`src/rtl/hazard_ctrl_pkg.sv`:
```
// Shared types for the pipeline hazard controller: FSM states, forwarding selects
// and the hard-wired zero register index.
package pipe_ctrl_pkg;

  typedef enum logic [1:0] {ST_RUN, ST_STALL, ST_FLUSH} hz_state_e;

  typedef enum logic [1:0] {
    FWD_REG = 2'b00,
    FWD_MEM = 2'b01,
    FWD_WB  = 2'b10
  } fwd_sel_e;

  localparam logic [4:0] REG_X0 = 5'd0;

endpackage

```
`src/rtl/hazard_ctrl_fwd_sel.sv`:
```
// EX-stage bypass selector for one source operand.
// The MEM-stage producer is younger than the WB one, so it takes priority.
module fwd_sel
  import pipe_ctrl_pkg::*;
#(
  parameter int IDX_W = 5
) (
  input  logic [IDX_W-1:0] i_rs,
  input  logic [IDX_W-1:0] i_s3_rd,
  input  logic             i_s3_wren,
  input  logic [IDX_W-1:0] i_s4_rd,
  input  logic             i_s4_wren,
  output fwd_sel_e         o_sel
);

  logic s3_hit, s4_hit;

  // x0 is never a real producer, so it never forwards
  assign s3_hit = i_s3_wren & (i_s3_rd != IDX_W'(REG_X0)) & (i_s3_rd == i_rs);
  assign s4_hit = i_s4_wren & (i_s4_rd != IDX_W'(REG_X0)) & (i_s4_rd == i_rs);

  always_comb begin
    o_sel = FWD_REG;
    if (s3_hit)      o_sel = FWD_MEM;
    else if (s4_hit) o_sel = FWD_WB;
  end

endmodule

```
`src/rtl/hazard_ctrl.sv`:
```
// Hazard/sequencing controller for the 5-stage pipeline: load-use stalls, redirect
// flushes and EX forwarding selects. Define HAZARD_PERF_EN to enable perf counters.
module hazard_ctrl
  import pipe_ctrl_pkg::*;
#(
  parameter int LU_STALL_CYC = 1,
  parameter int XLEN_IDX     = 5
) (
  input  logic                i_clk,
  input  logic                i_reset,
  input  logic [XLEN_IDX-1:0] i_s1_rs1,
  input  logic [XLEN_IDX-1:0] i_s1_rs2,
  input  logic                i_s1_use_rs1,
  input  logic                i_s1_use_rs2,
  input  logic [XLEN_IDX-1:0] i_s2_rs1,
  input  logic [XLEN_IDX-1:0] i_s2_rs2,
  input  logic [XLEN_IDX-1:0] i_s2_rd,
  input  logic                i_s2_wren,
  input  logic                i_s2_is_load,
  input  logic [XLEN_IDX-1:0] i_s3_rd,
  input  logic                i_s3_wren,
  input  logic                i_s3_pc_sel,
  input  logic [XLEN_IDX-1:0] i_s4_rd,
  input  logic                i_s4_wren,
  output logic                o_pc_en,
  output logic                o_pass_s1,
  output logic                o_pass_s2,
  output logic                o_pass_s3,
  output logic                o_pass_s4,
  output logic                o_clr_fet,
  output logic                o_clr_id,
  output logic                o_clr_ex,
  output logic                o_clr_mem,
  output logic [1:0]          o_fwd_a,
  output logic [1:0]          o_fwd_b,
  output logic [31:0]         o_stall_cnt,
  output logic [31:0]         o_flush_cnt
);

  localparam int CNT_W = 2;

  hz_state_e        state_q, state_d;
  logic [CNT_W-1:0] cnt_q, cnt_d;
  logic             lu_hit;
  logic             pc_en, pass_s1, clr_fet, clr_id, clr_ex;
  fwd_sel_e         fwd_a, fwd_b;

  assign lu_hit = i_s2_is_load & i_s2_wren & (i_s2_rd != XLEN_IDX'(REG_X0)) &
                  ((i_s1_use_rs1 & (i_s1_rs1 == i_s2_rd)) |
                   (i_s1_use_rs2 & (i_s1_rs2 == i_s2_rd)));

  always_comb begin
    state_d = state_q;
    cnt_d   = cnt_q;
    pc_en   = 1'b1;
    pass_s1 = 1'b1;
    clr_fet = 1'b0;
    clr_id  = 1'b0;
    clr_ex  = 1'b0;
    case (state_q)
      ST_RUN: begin
        if (i_s3_pc_sel) begin
          {clr_fet, clr_id, clr_ex} = 3'b111;
          state_d = ST_FLUSH;
        end else if (lu_hit) begin
          pc_en   = 1'b0;
          pass_s1 = 1'b0;
          clr_id  = 1'b1;
          cnt_d   = CNT_W'(LU_STALL_CYC - 1);
          state_d = (LU_STALL_CYC == 1) ? ST_RUN : ST_STALL;
        end
      end
      ST_STALL: begin
        if (i_s3_pc_sel) begin
          {clr_fet, clr_id, clr_ex} = 3'b111;
          cnt_d   = '0;
          state_d = ST_FLUSH;
        end else begin
          pc_en   = 1'b0;
          pass_s1 = 1'b0;
          clr_id  = 1'b1;
          cnt_d   = cnt_q - 1'b1;
          state_d = (cnt_d == '0) ? ST_RUN : ST_STALL;
        end
      end
      // S1-S3 hold bubbles here, so redirect and load-use inputs are stale
      ST_FLUSH: state_d = ST_RUN;
      default:  state_d = ST_RUN;
    endcase
    if (!i_reset) begin
      state_d = ST_RUN;
      cnt_d   = '0;
      pc_en   = 1'b0;
      pass_s1 = 1'b0;
      {clr_fet, clr_id, clr_ex} = 3'b111;
    end
  end

  always_ff @(posedge i_clk) begin
    if (!i_reset) begin
      state_q <= ST_RUN;
      cnt_q   <= '0;
    end else begin
      state_q <= state_d;
      cnt_q   <= cnt_d;
    end
  end

  fwd_sel #(.IDX_W(XLEN_IDX)) u_fwd_a (
    .i_rs      (i_s2_rs1),
    .i_s3_rd   (i_s3_rd),
    .i_s3_wren (i_s3_wren),
    .i_s4_rd   (i_s4_rd),
    .i_s4_wren (i_s4_wren),
    .o_sel     (fwd_a)
  );

  fwd_sel #(.IDX_W(XLEN_IDX)) u_fwd_b (
    .i_rs      (i_s2_rs2),
    .i_s3_rd   (i_s3_rd),
    .i_s3_wren (i_s3_wren),
    .i_s4_rd   (i_s4_rd),
    .i_s4_wren (i_s4_wren),
    .o_sel     (fwd_b)
  );

  // MEM->WB never stalls, so the back half only reacts to reset
  assign o_pc_en   = pc_en;
  assign o_pass_s1 = pass_s1;
  assign o_pass_s2 = i_reset;
  assign o_pass_s3 = i_reset;
  assign o_pass_s4 = i_reset;
  assign o_clr_fet = clr_fet;
  assign o_clr_id  = clr_id;
  assign o_clr_ex  = clr_ex;
  assign o_clr_mem = ~i_reset;
  assign o_fwd_a   = i_reset ? fwd_a : FWD_REG;
  assign o_fwd_b   = i_reset ? fwd_b : FWD_REG;

`ifdef HAZARD_PERF_EN
  logic [31:0] stall_cnt_q, stall_cnt_d;
  logic [31:0] flush_cnt_q, flush_cnt_d;
  logic        redirect;

  assign redirect = i_reset & i_s3_pc_sel & (state_q != ST_FLUSH);

  always_comb begin
    stall_cnt_d = stall_cnt_q + {31'd0, ~pc_en};
    flush_cnt_d = flush_cnt_q + {31'd0, redirect};
  end

  always_ff @(posedge i_clk) begin
    if (!i_reset) begin
      stall_cnt_q <= '0;
      flush_cnt_q <= '0;
    end else begin
      stall_cnt_q <= stall_cnt_d;
      flush_cnt_q <= flush_cnt_d;
    end
  end

  assign o_stall_cnt = stall_cnt_q;
  assign o_flush_cnt = flush_cnt_q;
`else
  assign o_stall_cnt = 32'd0;
  assign o_flush_cnt = 32'd0;
`endif

endmodule

```
`config.mk`:
```
export PLATFORM = sky130hd
export DESIGN_NAME = hazard_ctrl
export DESIGN_NICKNAME = d
export VERILOG_FILES = /design/src/rtl/hazard_ctrl_pkg.sv /design/src/rtl/hazard_ctrl_fwd_sel.sv /design/src/rtl/hazard_ctrl.sv
export SDC_FILE = /design/constraint.sdc
export NUM_CORES = 1
export LEC_CHECK = 0
export CORE_ASPECT_RATIO = 0.6
export CORE_MARGIN = 1
export CORE_UTILIZATION = 33
export CTS_BUF_LIST = sky130_fd_sc_hd__clkbuf_8
export DETAILED_ROUTE_END_ITERATION = 7
export PLACE_DENSITY = 0.95
export SLEW_MARGIN = 20
export SYNTH_ARGS = -nofsm -noshare
export SYNTH_HDL_FRONTEND = slang
export SYNTH_HIERARCHICAL = 1
export SYNTH_SLANG_ARGS = --single-unit
```
`constraint.sdc`:
```
create_clock -name i_clk -period 4.4 [get_ports i_clk]
set_input_delay 0.44 -clock i_clk [delete_from_list [all_inputs] [get_ports i_clk]]
set_output_delay 0.44 -clock i_clk [all_outputs]
set_load 0.03 [all_outputs]
```
* Yosys cells after proc, flatten, opt, wreduce, memory -nomap -nowiden
Cells that the tools add are included.
** Storage, ports and cells
- Logic and storage cells :: 59
- Output and inout bits :: 77
- Memories kept :: 0
- Memory bits (read-only) :: 0
- Bits in writable memories :: 0
- Input port bits :: 44
- Flip-flop bits (word level) :: 4
- Bits in latches :: 0
** Cells by class
- Reductions and logical operators :: 8
- Muxes and demuxes :: 25
- Divide/modulo/power cells :: 0
- Add/sub/neg operators :: 1
- Magnitude comparators :: 0
- Bitwise operators :: 13
- Multipliers :: 0
- Equality and inequality tests :: 10
- Shifts and indexed selects :: 0
** Operators by type and width (count)
- == test 5 bit :: 6
- 2-to-1 mux 2 bit :: 11
- nonzero test 5 bit :: 3
- bitwise AND 1 bit :: 11
- 2-to-1 mux 1 bit :: 10
- one-hot mux 2 bit (2 select lines) :: 2
- zero test 2 bit :: 2
- != test 2 bit (second input constant) :: 2
- one-hot mux 1 bit (2 select lines) :: 2
- != test 3 bit (second input constant) :: 1
- AND reduction 3 bit :: 1
- == test 2 x 1 -> 1 bit (second input constant) :: 1
- nonzero test 2 bit :: 1
- OR reduction 2 bit :: 1
- subtractor 2 x 1 -> 2 bit (second input constant) :: 1
- NOT 1 bit :: 1
- bitwise OR 1 bit :: 1

* Depth between registers and ports, before layout
- Depth after elaboration :: 8
- Mapped depth :: 5
- Depth with buffers taken out :: 5

* By module
The synthesis kept the hierarchy.
** Modules (own cells, without submodules)
- hazard_ctrl :: cells each 118, area each 908.4 µm², instances 1, sequential area each 80.1 µm²
- fwd_sel :: cells each 21, area each 158.9 µm², instances 2, sequential area each 0.0 µm²

* Least setup slack after synthesis
No wires, ideal clock.
- Path type :: input-to-output
- From :: input port i_s2_rd[1]
- To :: output port o_pc_en
- Buffers on the path :: 1
- Arrival time :: 2.362 ns
- Path slack :: 1.598 ns
- Required time :: 3.960 ns
- Stages on the path :: 5
- Cell sequence :: or4_1 > o211ai_2 > nor3_2 > a211oi_1 > buf_4
** Between the ends
- Longest elaborated chain between the ends :: 8
- Elaborated cells on any way between the ends :: 12
- Classes of those cells :: 2 x eq/ne; 4 x mux; 5 x bitwise; 1 x reduce/logical
** RTL lines
- from (decl) :: line hazard_ctrl.sv:17 : input logic [XLEN_IDX-1:0] i_s2_rd,
- == test 5 bit (on tied branches) :: line hazard_ctrl.sv:49, hazard_ctrl.sv:50
- bitwise AND 1 bit (on tied branches) :: line hazard_ctrl.sv:49, hazard_ctrl.sv:50
- bitwise OR 1 bit :: line hazard_ctrl.sv:49 : ((i_s1_use_rs1 & (i_s1_rs1 == i_s2_rd)) |
- bitwise AND 1 bit (*) :: line hazard_ctrl.sv:48 : assign lu_hit = i_s2_is_load & i_s2_wren & (i_s2_rd != XLEN_IDX'(REG_X0)) &
- 2-to-1 mux 1 bit (*) (2 in a row)
- one-hot mux 1 bit (2 select lines) (*)
- 2-to-1 mux 1 bit (*)
- to (decl) :: line hazard_ctrl.sv:25 : output logic o_pc_en,
Mark *: on every way between the ends. The rest lies on a longest branch, timed or not.

* Final worst setup path
- From :: input port i_s2_rd[1]
- To :: output port o_pc_en
** Between the ends
- Longest elaborated chain between the ends :: 8
- Elaborated cells on any way between the ends :: 12
- Classes of those cells :: 2 x eq/ne; 4 x mux; 5 x bitwise; 1 x reduce/logical
** RTL lines
- == test 5 bit (on tied branches) :: line hazard_ctrl.sv:49, hazard_ctrl.sv:50
- bitwise AND 1 bit (on tied branches) :: line hazard_ctrl.sv:49, hazard_ctrl.sv:50
- bitwise OR 1 bit :: line hazard_ctrl.sv:49
- bitwise AND 1 bit (*) :: line hazard_ctrl.sv:48
- 2-to-1 mux 1 bit (*) :: line hazard_ctrl.sv:65 : end else if (lu_hit) begin
- 2-to-1 mux 1 bit (*) :: line hazard_ctrl.sv:62 : if (i_s3_pc_sel) begin
- one-hot mux 1 bit (2 select lines) (*) :: line hazard_ctrl.sv:60 : case (state_q)
- 2-to-1 mux 1 bit (*) :: line hazard_ctrl.sv:90 : if (!i_reset) begin
Marks and branches as above.

==> summary by stage <==
Detailed routing
The number of DRC markers after the initial detailed-route iteration is 56. The total length of routed wires is 2.89 mm. The number of detailed-routing iterations run before antenna repair is 4.

The DRC violation count after routing is 0. The post-detailed-route wirelength per cell is 11.3 um. The via count of the routed design is 1026. The per-cell via count in the routed design is 4.02.

Once detail routing completed, the nets flagged for antenna violations numbered 0.

STA
Adding up every negative setup slack in the final design gives 0 ns. The number of hold violations in the final report is 0. Timing would allow up to 309 MHz.

The clock arrives with 0.00358 ns of skew. The shortest period the worst path allows is 3.24 ns. Setup violations remaining at the end of the flow were counted as 0. Dividing the final minimum period by the clock period gives 0.736. Setup repair after global routing left no endpoint under its margin.

The final-report max-slew violation count was 0.

Finish
The ratio of cells with drive above 1 in the final layout is 0.0524. The number of inserted diodes is 0. The net count of the finished layout is 257. The final instance area is 0.00158 mm^2. From synthesis to final layout, the design area changed by 29.1%. The fill cell instance count of the final layout is 346.

GRT
Across every metal layer, demand over resource in global routing totals 0.144. The number of global-route vias before repair was 911. Global routing finished with a remaining overflow of 0. The initial antenna violation count is 0. The wire length of the first global-routing pass is 4.42 mm. The largest net degree at the start of global routing is 12.

Synthesis
The share of the Yosys chip area taken by registers is 0.0653. The fraction of the mapped netlist area in simple logic gates is 0.169. The largest family of logic cells by synthesized area is buffers and inverters. Summing every instance area after synthesis gives 0.00123 mm^2. Averaged over all synthesized cells, the footprint is 7.66 um^2. Synthesis produced a netlist whose cell count is 160. The number of warnings issued by yosys is 6. The area fraction in compound gates after synthesis is 0.118. Of the total synthesized cell area, the portion taken by XOR and XNOR cells is 0.186. The area share of the largest cell type after synthesis is 0.435. The library cell with the largest summed area after synthesis is sky130_fd_sc_hd__buf_4.

After synthesis, the share of cell area in mux cells is 0. For this run, asynchronously set or reset flops after synthesis account for 0. Sorting the synthesized cells by how often they occur yields sky130_fd_sc_hd__buf_4 (71), sky130_fd_sc_hd__xnor2_1 (20), sky130_fd_sc_hd__nor3_1 (7), sky130_fd_sc_hd__nand2_1 (6), sky130_fd_sc_hd__xor2_1 (6). The netlist uses 30 different library cells. The synthesized flop and latch total is 4. The predominant post-synthesis flop cell is sky130_fd_sc_hd__dfxtp_1.

Counting flops with a built-in enable in the synthesized netlist gives 0. By area the synthesized netlist is led by sky130_fd_sc_hd__buf_4 (43%), sky130_fd_sc_hd__xnor2_1 (14%), sky130_fd_sc_hd__dfxtp_1 (6.5%), sky130_fd_sc_hd__xor2_1 (4.3%), sky130_fd_sc_hd__nor3_1 (2.9%). The most frequently used cell type in the post-synthesis netlist is sky130_fd_sc_hd__buf_4. Of the total synthesized cell area, the portion taken by full adders, half adders and majority gates is 0.0102.

Die
The floorplan step set the die height to 49.2 um. The core region is 0.00340 mm^2. The effective utilization at floorplan is 0.360. The die width is 80.7 um. The initialized floorplan defines 16 standard-cell rows.

During I/O placement, the number of pins put on the boundary was 121. The floorplan step defined a die boundary enclosing 0.00397 mm^2.

Clock tree
The TritonCTS clock tree is yes. Clock latency on the worst-skew pair, taken at its later pin, is 0.22 ns. The clock drives 4 sinks. Buffers added to address setup during post-CTS repair amount to 0. In this run the clock root is driven by a sky130_fd_sc_hd__clkbuf_8.

The clock transition at the registers of the reported paths is 0.03 ns. The count of hold-fix buffers inserted at cts is 0. The H-tree depth is 1. The number of gates resized after CTS was 0. The number of buffers added by the clock tree synthesis step is 3. The maximum buffer depth of the clock tree is 2.

Power
The worst-case IR drop observed on VDD is 0.119 mV. The power density relative to cell area is 189 mW/mm^2. The leakage power is 0.641 nW.

Setup path
For the worst setup path, the data arrival time is 2.80 ns. The largest driver fanout on the critical path is 3. The type of origin of the critical path is a primary input. Data on the critical path is required at its endpoint by 3.96 ns. STA classifies the critical path endpoint as an output pin. The category of the critical setup timing path is in -> out.

Hold path
The path class of the lowest-slack min-delay path is reg -> reg.

Place
After detailed placement, the total cell area comes to 0.00154 mm^2. The routability congestion estimate from global placement is 0.877. Buffers placed on the I/O ports in this run total 56.

The post-DP HPWL is 2.61 mm.

Run status
The flow ran to the end, and the final reports show no timing, DRC or antenna violations.

Run
The tool flagged a number of max-cap violations equal to 0.
-- cell families (layout without fill, tap and decap cells) --
kind of cell / count (synthesis) / count (layout)
buffers and inverters: 75 / 62
other: 1 / 64
AND/OR/NAND/NOR: 37 / 37
AO/OA/AOI/OAI: 16 / 16
adder cells (fa/ha/maj): 1 / 1
flip-flops: 4 / 4
XOR/XNOR: 26 / 26
-- per-layer routing --
| metal | up-vias | routed length (um) | track usage | share of wire |
|---|---|---|---|---|
| met3 | 4 | 114 | 0.0280 | 0.040 |
| met1 | 477 | 1300 | 0.200 | 0.45 |
| met2 | 38 | 1430 | 0.220 | 0.50 |
| li1 | 507 | - | - | - |
| met5 | - | 0 | 0 | 0 |
| met4 | 0 | 44 | 0.0506 | 0.015 |
-- final timing paths --
path	cells after the start	from	end	slack, ns
min reg2reg	1	state_q[1]$_SDFFE_PN0P_	state_q[1]$_SDFFE_PN0P_	0.51
max reg2reg	5	cnt_q[1]$_SDFFE_PN0P_	cnt_q[1]$_SDFFE_PN0P_	3.17
max	6	i_s2_rd[1]	o_pc_en	1.16
min	1	state_q[1]$_SDFFE_PN0P_	state_q[1]$_SDFFE_PN0P_	0.51
-- critical path: stages --
cell and delay [ns]:
sky130_fd_sc_hd__clkdlybuf4s50_1 0.48, sky130_fd_sc_hd__or4_1 0.56, sky130_fd_sc_hd__o211ai_2 0.21, sky130_fd_sc_hd__nor3_2 0.08
sky130_fd_sc_hd__a211oi_1 0.30, sky130_fd_sc_hd__clkdlybuf4s50_1 0.73
-- state kept, by name, indices dropped and copies added, names as in the netlist --
name	flops
state_q	2
cnt_q	2
-- area by class of cell --
class                           count  area [um^2]  share of cell area
Clock buffer                        3         41.3              0.0261
Sequential cell                     4         80.1              0.0506
Timing Repair Buffer               56          561               0.354
Multi-Input combinational cell    144          833               0.526
Inverter                            3         11.3             0.00711
Tap cell                           45         56.3              0.0356
-- through the flow --
| step | utilization | setup WS, ns | total power [mW] | hold WS (ns) | std cells |
|---|---|---|---|---|---|
| global placement | 0.453 | 1.20 | 0.220 | 0.503 | 252 |
| detailed placement | 0.453 | 1.17 | 0.222 | 0.505 | 252 |
| finish | 0.465 | 1.16 | 0.299 | 0.512 | 255 |
| floorplan | - | 1.60 | 0.203 | 0.470 | 223 |
| CTS | 0.465 | 1.16 | 0.300 | 0.509 | 255 |
| global route | 0.465 | 1.05 | 0.316 | 0.530 | 255 |
-- where the power goes --
group | switching (mW) | total (mW) | internal [mW] | leakage (nW)
clock | 0.0174 | 0.0755 | 0.0582 | 0.0216
combinational | 0.123 | 0.186 | 0.0635 | 0.587
sequential | 0.000647 | 0.0377 | 0.0371 | 0.0324
-- cell usage in the layout, fill, tap and decap left out, types with 4 or more instances in the layout --
master                            count
sky130_fd_sc_hd__conb_1              64
sky130_fd_sc_hd__clkdlybuf4s50_1     56
sky130_fd_sc_hd__xnor2_1             20
sky130_fd_sc_hd__nor3_1               7
sky130_fd_sc_hd__nand2_1              6
sky130_fd_sc_hd__xor2_1               6
sky130_fd_sc_hd__nand3_1              5
sky130_fd_sc_hd__and2_1               4
sky130_fd_sc_hd__a21oi_1              4
sky130_fd_sc_hd__dfxtp_1              4
Power figures use the tool's default switching activity.
